`config.mk`:
```
export PLATFORM = sky130hd
export DESIGN_NAME = issue_scoreboard
export DESIGN_NICKNAME = d
export VERILOG_FILES = /design/src/rtl/issue_scoreboard.sv
export SDC_FILE = /design/constraint.sdc
export NUM_CORES = 1
export LEC_CHECK = 0
export CORE_MARGIN = 2
export CORE_UTILIZATION = 70
export CTS_CLUSTER_DIAMETER = 40
export CTS_CLUSTER_SIZE = 24
export DETAILED_ROUTE_END_ITERATION = 12
export DONT_BUFFER_PORTS = 1
export PLACE_DENSITY = 0.95
export SKIP_LAST_GASP = 1
export SLEW_MARGIN = 10
export SYNTH_ARGS = -nofsm -noshare
export SYNTH_HDL_FRONTEND = slang
export SYNTH_SLANG_ARGS = --single-unit
```
`constraint.sdc`:
```
create_clock -name clk -period 7.5 [get_ports clk]
set_input_delay 1.5 -clock clk [delete_from_list [all_inputs] [get_ports clk]]
set_output_delay 1.5 -clock clk [all_outputs]
set_load 0.01 [all_outputs]
```
`src/rtl/issue_scoreboard.sv`:
```
`default_nettype none
// ============================================================================
// Module   : issue_scoreboard
// Purpose  : Decode-to-execute issue controller. Keeps a pending-write counter
//            per MIPS GPR, stalls decoded instructions that read a register
//            with a pending write (RAW) or would saturate a counter (WAW),
//            and holds a store-conditional in DRAIN until every older writer
//            has written back.
// Ports    : clk, rst_n (synchronous, active-low)
//            dec_*            decoded instruction fields and valid
//            ex_ready         ID/EX register can accept
//            dec_ready        decoder may advance (combinational)
//            issue_valid      instruction issued this cycle (combinational)
//            wb_valid/wb_addr writeback completion
//            flush            clears all tracking (wb_err kept)
//            inflight         pending writer count (registered)
//            busy_mask        per-register pending flag (registered, bit 0 = 0)
//            wb_err           sticky writeback-without-pending error
// Options  : ISSUE_SCOREBOARD_STATS_EN adds stat_raw_stalls,
//            stat_drain_cycles, stat_full_stalls (saturating counters).
// Revision : 1.0 - initial release
// ============================================================================
module issue_scoreboard #(
   parameter int CNT_W        = 2,
   parameter int MAX_INFLIGHT = 8
) (
   input  logic                              clk,
   input  logic                              rst_n,
   input  logic                              dec_valid,
   input  logic                              dec_uses_rs,
   input  logic [4:0]                        dec_rs_addr,
   input  logic                              dec_uses_rt,
   input  logic [4:0]                        dec_rt_addr,
   input  logic                              dec_uses_rw,
   input  logic [4:0]                        dec_rw_addr,
   input  logic                              dec_is_sc,
   input  logic                              ex_ready,
   output logic                              dec_ready,
   output logic                              issue_valid,
   input  logic                              wb_valid,
   input  logic [4:0]                        wb_addr,
   input  logic                              flush,
   output logic [$clog2(MAX_INFLIGHT+1)-1:0] inflight,
   output logic [31:0]                       busy_mask,
   output logic                              wb_err
`ifdef ISSUE_SCOREBOARD_STATS_EN
   ,
   output logic [31:0]                       stat_raw_stalls,
   output logic [31:0]                       stat_drain_cycles,
   output logic [31:0]                       stat_full_stalls
`endif
);

   localparam int               IW         = $clog2(MAX_INFLIGHT + 1);
   localparam logic [CNT_W-1:0] C_CNT_MAX  = {CNT_W{1'b1}};
   localparam logic [IW-1:0]    C_INFL_MAX = IW'(MAX_INFLIGHT);

   typedef enum logic [0:0] {
      ST_RUN   = 1'b0,
      ST_DRAIN = 1'b1
   } state_t;

   state_t           r_state;
   logic [CNT_W-1:0] r_cnt [32];
   logic [IW-1:0]    r_inflight;
   logic [31:0]      r_busy;
   logic             r_wb_err;

   logic [CNT_W-1:0] w_cnt_next [32];
   logic [31:0]      w_busy_next;
   logic [IW-1:0]    w_inflight_next;
   logic             w_raw;
   logic             w_sat;
   logic             w_full;
   logic             w_sc_wait;
   logic             w_can_issue;
   logic             w_inc;
   logic             w_wb_hit;
   logic             w_wb_spurious;

   // Hazards are judged on registered state only; a writeback in the same
   // cycle does not release a stalled reader until the following cycle.
   assign w_raw     = (dec_uses_rs & r_busy[dec_rs_addr]) |
                      (dec_uses_rt & r_busy[dec_rt_addr]);
   assign w_sat     = dec_uses_rw & (r_cnt[dec_rw_addr] == C_CNT_MAX);
   assign w_full    = dec_uses_rw & (r_inflight >= C_INFL_MAX);
   assign w_sc_wait = dec_is_sc & (r_inflight != '0);

   // rst_n gates the handshake so nothing issues while reset is asserted.
   assign w_can_issue = rst_n & (r_state == ST_RUN) & ~w_raw & ~w_sat &
                        ~w_full & ~w_sc_wait & ~flush;
   assign dec_ready   = ex_ready & w_can_issue;
   assign issue_valid = dec_valid & dec_ready;

   // r0 is never tracked: neither issue nor writeback to it touches state.
   assign w_inc         = issue_valid & dec_uses_rw & (dec_rw_addr != 5'd0);
   assign w_wb_hit      = wb_valid & (wb_addr != 5'd0) & (r_cnt[wb_addr] != '0);
   assign w_wb_spurious = wb_valid & (wb_addr != 5'd0) & (r_cnt[wb_addr] == '0);

   // Issue and writeback to the same register cancel out naturally.
   assign w_inflight_next = r_inflight + IW'(w_inc) - IW'(w_wb_hit);

   always_comb begin
      for (int r = 0; r < 32; r++) begin
         w_cnt_next[r] = r_cnt[r];
         if (w_inc && (dec_rw_addr == 5'(r))) begin
            w_cnt_next[r] = w_cnt_next[r] + CNT_W'(1);
         end
         if (w_wb_hit && (wb_addr == 5'(r))) begin
            w_cnt_next[r] = w_cnt_next[r] - CNT_W'(1);
         end
         w_busy_next[r] = (w_cnt_next[r] != '0);
      end
      w_busy_next[0] = 1'b0;
   end

   always_ff @(posedge clk) begin
      if (!rst_n) begin
         for (int r = 0; r < 32; r++) begin
            r_cnt[r] <= '0;
         end
         r_inflight <= '0;
         r_busy     <= '0;
         r_wb_err   <= 1'b0;
         r_state    <= ST_RUN;
      end else if (flush) begin
         // Issue and writeback in the flush cycle are discarded; the error
         // flag survives so software can still observe it.
         for (int r = 0; r < 32; r++) begin
            r_cnt[r] <= '0;
         end
         r_inflight <= '0;
         r_busy     <= '0;
         r_state    <= ST_RUN;
      end else begin
         r_cnt      <= w_cnt_next;
         r_inflight <= w_inflight_next;
         r_busy     <= w_busy_next;
         r_wb_err   <= r_wb_err | w_wb_spurious;
         case (r_state)
            ST_RUN: begin
               if (dec_valid && dec_is_sc && (r_inflight != '0)) begin
                  r_state <= ST_DRAIN;
               end
            end
            ST_DRAIN: begin
               // Leave once the last older writer retires, or if the
               // decoder withdraws the sc.
               if (!dec_valid || (w_inflight_next == '0)) begin
                  r_state <= ST_RUN;
               end
            end
            default: r_state <= ST_RUN;
         endcase
      end
   end

   assign inflight  = r_inflight;
   assign busy_mask = r_busy;
   assign wb_err    = r_wb_err;

`ifdef ISSUE_SCOREBOARD_STATS_EN
   logic [31:0] r_stat_raw;
   logic [31:0] r_stat_drain;
   logic [31:0] r_stat_full;
   logic        w_drain_cause;
   logic        w_raw_cause;
   logic        w_full_cause;

   // One cause per stalled cycle, DRAIN first, then RAW, then full.
   assign w_drain_cause = dec_valid & ((r_state == ST_DRAIN) | w_sc_wait);
   assign w_raw_cause   = dec_valid & ~w_drain_cause & w_raw;
   assign w_full_cause  = dec_valid & ~w_drain_cause & ~w_raw & w_full;

   always_ff @(posedge clk) begin
      if (!rst_n) begin
         r_stat_raw   <= '0;
         r_stat_drain <= '0;
         r_stat_full  <= '0;
      end else begin
         if (w_raw_cause && (r_stat_raw != '1)) begin
            r_stat_raw <= r_stat_raw + 32'd1;
         end
         if (w_drain_cause && (r_stat_drain != '1)) begin
            r_stat_drain <= r_stat_drain + 32'd1;
         end
         if (w_full_cause && (r_stat_full != '1)) begin
            r_stat_full <= r_stat_full + 32'd1;
         end
      end
   end

   assign stat_raw_stalls   = r_stat_raw;
   assign stat_drain_cycles = r_stat_drain;
   assign stat_full_stalls  = r_stat_full;
`endif

endmodule
`default_nettype wire

```
# Word level (Yosys, flattened, before mapping)
# Cells that the tools add are included.
# totals
regBits	102
input_bits	30
output_inout_bits	39
elab_cells	385
# classes
add_sub_neg	66
magnitude_cmp	5
n_eq_ne	63
mux	77
bitwise	29
reduce_logical	108
# op_table
op	count
equality test 5 bit, second input constant	32
two-way mux 2 bit	68
equality test 5 x 4 -> 1 bit, second input constant	16
logical AND 1 bit	66
adder 2 x 1 -> 2 bit, second input constant	32
nonzero test 2 bit	32
subtractor 2 x 1 -> 2 bit, second input constant	32
equality test 5 x 3 -> 1 bit, second input constant	8
binary-select mux 2 bit (select 5 bit)	2
equality test 5 x 2 -> 1 bit, second input constant	4
bitwise AND 1 bit	18
>= comparator 6 bit, second input constant	2
less-than comparator 5 x 6 -> 1 bit, second input constant	2
NOT 5 -> 6 bit	2
binary-select mux 1 bit (select 5 bit)	2
equality test 5 x 1 -> 1 bit, second input constant	2
logical NOT 5 bit	2
nonzero test 5 bit	2
NOT 1 bit	7
adder 4 x 1 -> 4 bit	1
>= comparator 4 bit, second input constant	1
logical NOT 4 bit	1
two-way mux 1 bit	4
nonzero test 4 bit	1
8 further kinds	9

# Logic depth before layout (Yosys ltp)
# depth
depth_word	21
depth_mapped	19
depth_no_buf	17

# Least setup slack after synthesis
# Ideal clock, no wire load.
# synth_timing
path_kind	input to output
startpoint	input port dec_rw_addr[1]
endpoint	output port issue_valid
arrival_ns	3.603
required_time_ns	6.000
path_slack_ns	2.397
cell_stages	11
path_buffers	5
cell_sequence	clkbuf_1 buf_4 buf_2 a41oi_1 nand4b_1 nand4_1 a311oi_2 buf_4 buf_4 nor2_1 and2_1
# synth_via
elab_chain_cells	13
# synth_rtl
element	line	source
start: declaration	35	input logic [4:0] dec_rw_addr,
NOT 5 -> 6 bit (not written as such)	85	assign w_sat = dec_uses_rw & (r_cnt[dec_rw_addr] == C_CNT_MAX);
binary-select mux 2 bit (select 5 bit)	85	
two-way mux 2 bit (not written as such) (2 in series)	85	
equality test 2 bit	85	
bitwise AND 1 bit	85	
NOT 1 bit	90	assign w_can_issue = rst_n & (r_state == ST_RUN) & ~w_raw & ~w_sat &
bitwise AND 1 bit (2 in series)	90	
bitwise AND 1 bit (2 in series)	91	~w_full & ~w_sc_wait & ~flush;
bitwise AND 1 bit	92	assign dec_ready = ex_ready & w_can_issue;
via dec_ready	38	output logic dec_ready,
bitwise AND 1 bit	93	assign issue_valid = dec_valid & dec_ready;
end: declaration	39	output logic issue_valid,
# The timed path passes the listed nets, and every way through them passes these cells. The select of a mux whose other input is x is not followed.

# Final worst setup path
# layout_timing
startpoint	input port dec_rs_addr[1]
endpoint	output port issue_valid
# layout_via
elab_chain_cells	12
# layout_rtl
element	line	source
start: declaration	31	input logic [4:0] dec_rs_addr,
binary-select mux 1 bit (select 5 bit)	83	assign w_raw = (dec_uses_rs & r_busy[dec_rs_addr]) |
two-way mux 1 bit (not written as such)	83	
bitwise AND 1 bit	83	
bitwise OR 1 bit	83	
NOT 1 bit	90	
bitwise AND 1 bit (3 in series)	90	
bitwise AND 1 bit (2 in series)	91	
bitwise AND 1 bit	92	
via dec_ready	38	
bitwise AND 1 bit	93	
# The timed path passes the listed nets, and every way through them passes these cells. The select of a mux whose other input is x is not followed.

==> summary.md <==
| Metric | Value |
|---|---|
| Status | `completed` |
| DIE WIDTH | `104 µm` |
| Unrepaired setup endpoints after global routing | `no` |
| Synth Instances | `between 700 and 800` |
| Die Span Y | `approximately 100 µm` |
| Initial antenna violation count | `1` |
| GP Congestion | `a little under 1` |
| Die area | `about 11,000 µm²` |
| HPWL Detailed | `14,700 µm` |
| P_leak | `about 2.3 nW` |
| Critical path peak fanout | `23` |
| First-pass GRT wire length | `~32,000 µm` |
| DP Area | `around 7000 µm²` |
| Max IR drop VDD | `around 150 µV` |
| Sequential-to-total area share from yosys stat | `28.6%` |
| Slew HR | `29.3%` |
| Routed via count | `between 6,000 and 7,000` |
| Hold WC Path Type | `flop to flop` |
| Clock buffer count from CTS | `9` |
| #FFs+latches synth | `a little over 100` |
| Top cell by count, worst path | `buf_4` |
| Nets@finish | `779` |
| Initial core utilization | `between 70% and 80%` |
| Final routed DRC violation total | `0` |
| Worst-Skew Late Latency | `approximately 400 ps` |
| CTS Hold Bufs | `0` |
| CTS tree | `yes` |
| Design Area, Final | `around 7200 µm²` |
| Fin crit period | `roughly 5400 ps` |
| Mapped Avg Cell Area | `just over 9 µm²` |
| Util after Layout | `73.6%` |
| Most frequent cells in the layout | `nor2_1 (107), dfxtp_1 (101), a211oi_1 (38)` |
| Fin. Hold Viols | `0` |
| Pwr Density | `roughly 140 nW/µm²` |
| Synth unique cells | `between 60 and 70` |
| Site Rows | `36` |
| Layout cells sized above 1 | `12.0%` |
| Crit end category | `output pin` |
| Comb power frac | `~12%` |
| Post-CTS Resized | `0` |
| Sequential Power Share | `approximately 55%` |
| DR WL/cell | `23.1 µm` |
| Port Buf Inserts | `0` |
| Tot GR Track Use | `37.3%` |
| Switching power | `between 0.2 and 0.3 mW` |
| Mapped Area | `between 7000 and 8000 µm²` |
| Setup violators final | `0` |
| GR Overflow Total | `0` |
| H-tree levels | `3` |
| Max Slew Vio Count | `0` |
| Largest net degree at the start of global routing | `82` |
| Clock slew at reported path FFs | `100 ps` |
| Vias in the first global route | `about 6,000` |
| FMAX | `between 150 and 200 MHz` |
| Startpoint types | `input port` |
| Post-CTS Setup Inserts | `0` |
| Total power | `between 0.9 and 1 mW` |
| Placeable Area | `approximately 9800 µm²` |
| First DRT Iteration DRCs | `995` |
| Post-synth EDFFs | `0` |
| Non-filler cells, final | `between 800 and 900` |
| Worst EP required | `6000 ps` |
| Final setup TNS | `0 ps` |
| Critical path class | `input port to output pin` |
| Clock power share | `around a third` |
| Slowest-stage cell, CP | `mux4_2` |
| Ys async rst share | `0%` |
| Via/cell ratio | `between 7 and 8` |
| Clock sinks | `101` |
| Drt pass-1 iters | `6` |
| Fillers | `approximately 700` |
| Int Power | `just over 0.7 mW` |
| Arrival time worst endpoint | `approximately 3900 ps` |
| Switch share | `approximately 29%` |
| Skew final | `13.9 ps` |
| CP Cell Sequence | `mux2i_1 > mux4_2 > a211o_1 > a21oi_2 > buf_4 > nand4b_1 > buf_4 > nor2_1 > and2_1` |
| Antenna-violating nets left | `0` |
| Synthesized netlist net count | `812` |
| Placed Instances | `~860` |
| Antenna Cells | `0` |
| Max Cap Viol | `0` |
| Post-Route WL | `between 20,000 and 25,000 µm` |
| IO Pins | `69` |
| Commonest non-fill, non-tap cell in the layout | `nor2_1` |
| Actual slew at the worst max-slew pin | `around 1100 ps` |
| CTS Buffer Depth | `2` |
| Most common flop cell mapped by yosys | `dfxtp_1` |
| Area delta synth->final | `1.93%` |
| Slowest Stage Delay on Critical Path | `490 ps` |
| Synth warn | `0` |
| Root Buffer | `clkbuf_8` |
| Tcrit/Tclk final | `71.7%` |
==> worst max-delay path: cells and delay by family <==
kind / cells / cell delay (ps)
buf+inv: 2 / 700
mux: 2 / 620
compound gates: 2 / 440
simple gates: 3 / 600
==> flip-flops by register name, indices dropped and copies added (netlist names) <==
| register | flops |
|---|---|
| r_cnt | 64 |
| busy_mask | 31 |
| inflight | 4 |
| r_state | 1 |
| wb_err | 1 |
==> metrics by stage <==
step	hold WS, ps	worst slack [ps]
finish	498	2130
global route	522	2070
CTS	502	2160
detailed placement	477	2170
global placement	470	2300
floorplan	454	2400
==> path summary, 6_finish.rpt <==
check                 to      startpoint  slack [ps]  cells after the start
max reg2reg      r_state   busy_mask[11]        3360                     17
min reg2reg    r_cnt[62]       r_cnt[62]         500                      1
min            r_cnt[62]       r_cnt[62]         500                      1
max          issue_valid  dec_rs_addr[1]        2130                      9
==> layer usage <==
layer / part of all wire, % / vias up / global-route usage, %
met2: 46 / 458 / 58.8
met4: 3.1 / 2 / 13.6
met3: 13 / 67 / 14.3
met1: 38 / 2991 / 46.7
met5: 0.064 / - / 0
li1: - / 2840 / -
==> power by group through the flow <==
stage / Sequential, mW / Combinational (mW) / Clock (mW)
final: 0.542 / 0.114 / 0.336
after global routing: 0.543 / 0.122 / 0.358
after CTS: 0.542 / 0.112 / 0.339
after detailed placement: 0.555 / 0.111 / 0
after global placement: 0.554 / 0.107 / 0
after floorplan: 0.554 / 0.105 / 0
==> cells in the mapped netlist, types with 17 or more instances <==
cell type / instances / area, µm²
a21oi_1: 18 / 90.1
dfxtp_1: 101 / 2020
nor2_1: 107 / 402
o21ai_0: 30 / 150
nor4_1: 17 / 106
inv_1: 31 / 116
a211oi_1: 38 / 285
mux4_2: 20 / 450
nand3_1: 29 / 145
nand2_1: 37 / 139
and3_1: 24 / 150
nor3_1: 28 / 140
clkbuf_1: 25 / 93.8
xnor3_1: 24 / 541
==> cells by family after synthesis <==
kind of cell | share of synthesized area [%]
mux | 9.16
xor+xnor | 10.3
simple gates | 29.4
flops | 28.6
compound gates | 15.3
buf+inv | 5.83
fa+ha+maj | 1.35
other cells | 0.0531
==> cell type report <==
cell class	instances	area [µm²]	share of cell area, %
inverters	31	116	1.62
flip-flops and latches	101	2020	28.1
multi-input cells	590	4640	64.5
clock inverters	5	42.5	0.591
repair buffers	9	67.6	0.939
clock buffers	11	141	1.96
well taps	133	166	2.31
Note: power is estimated with default switching activity, not from simulation.
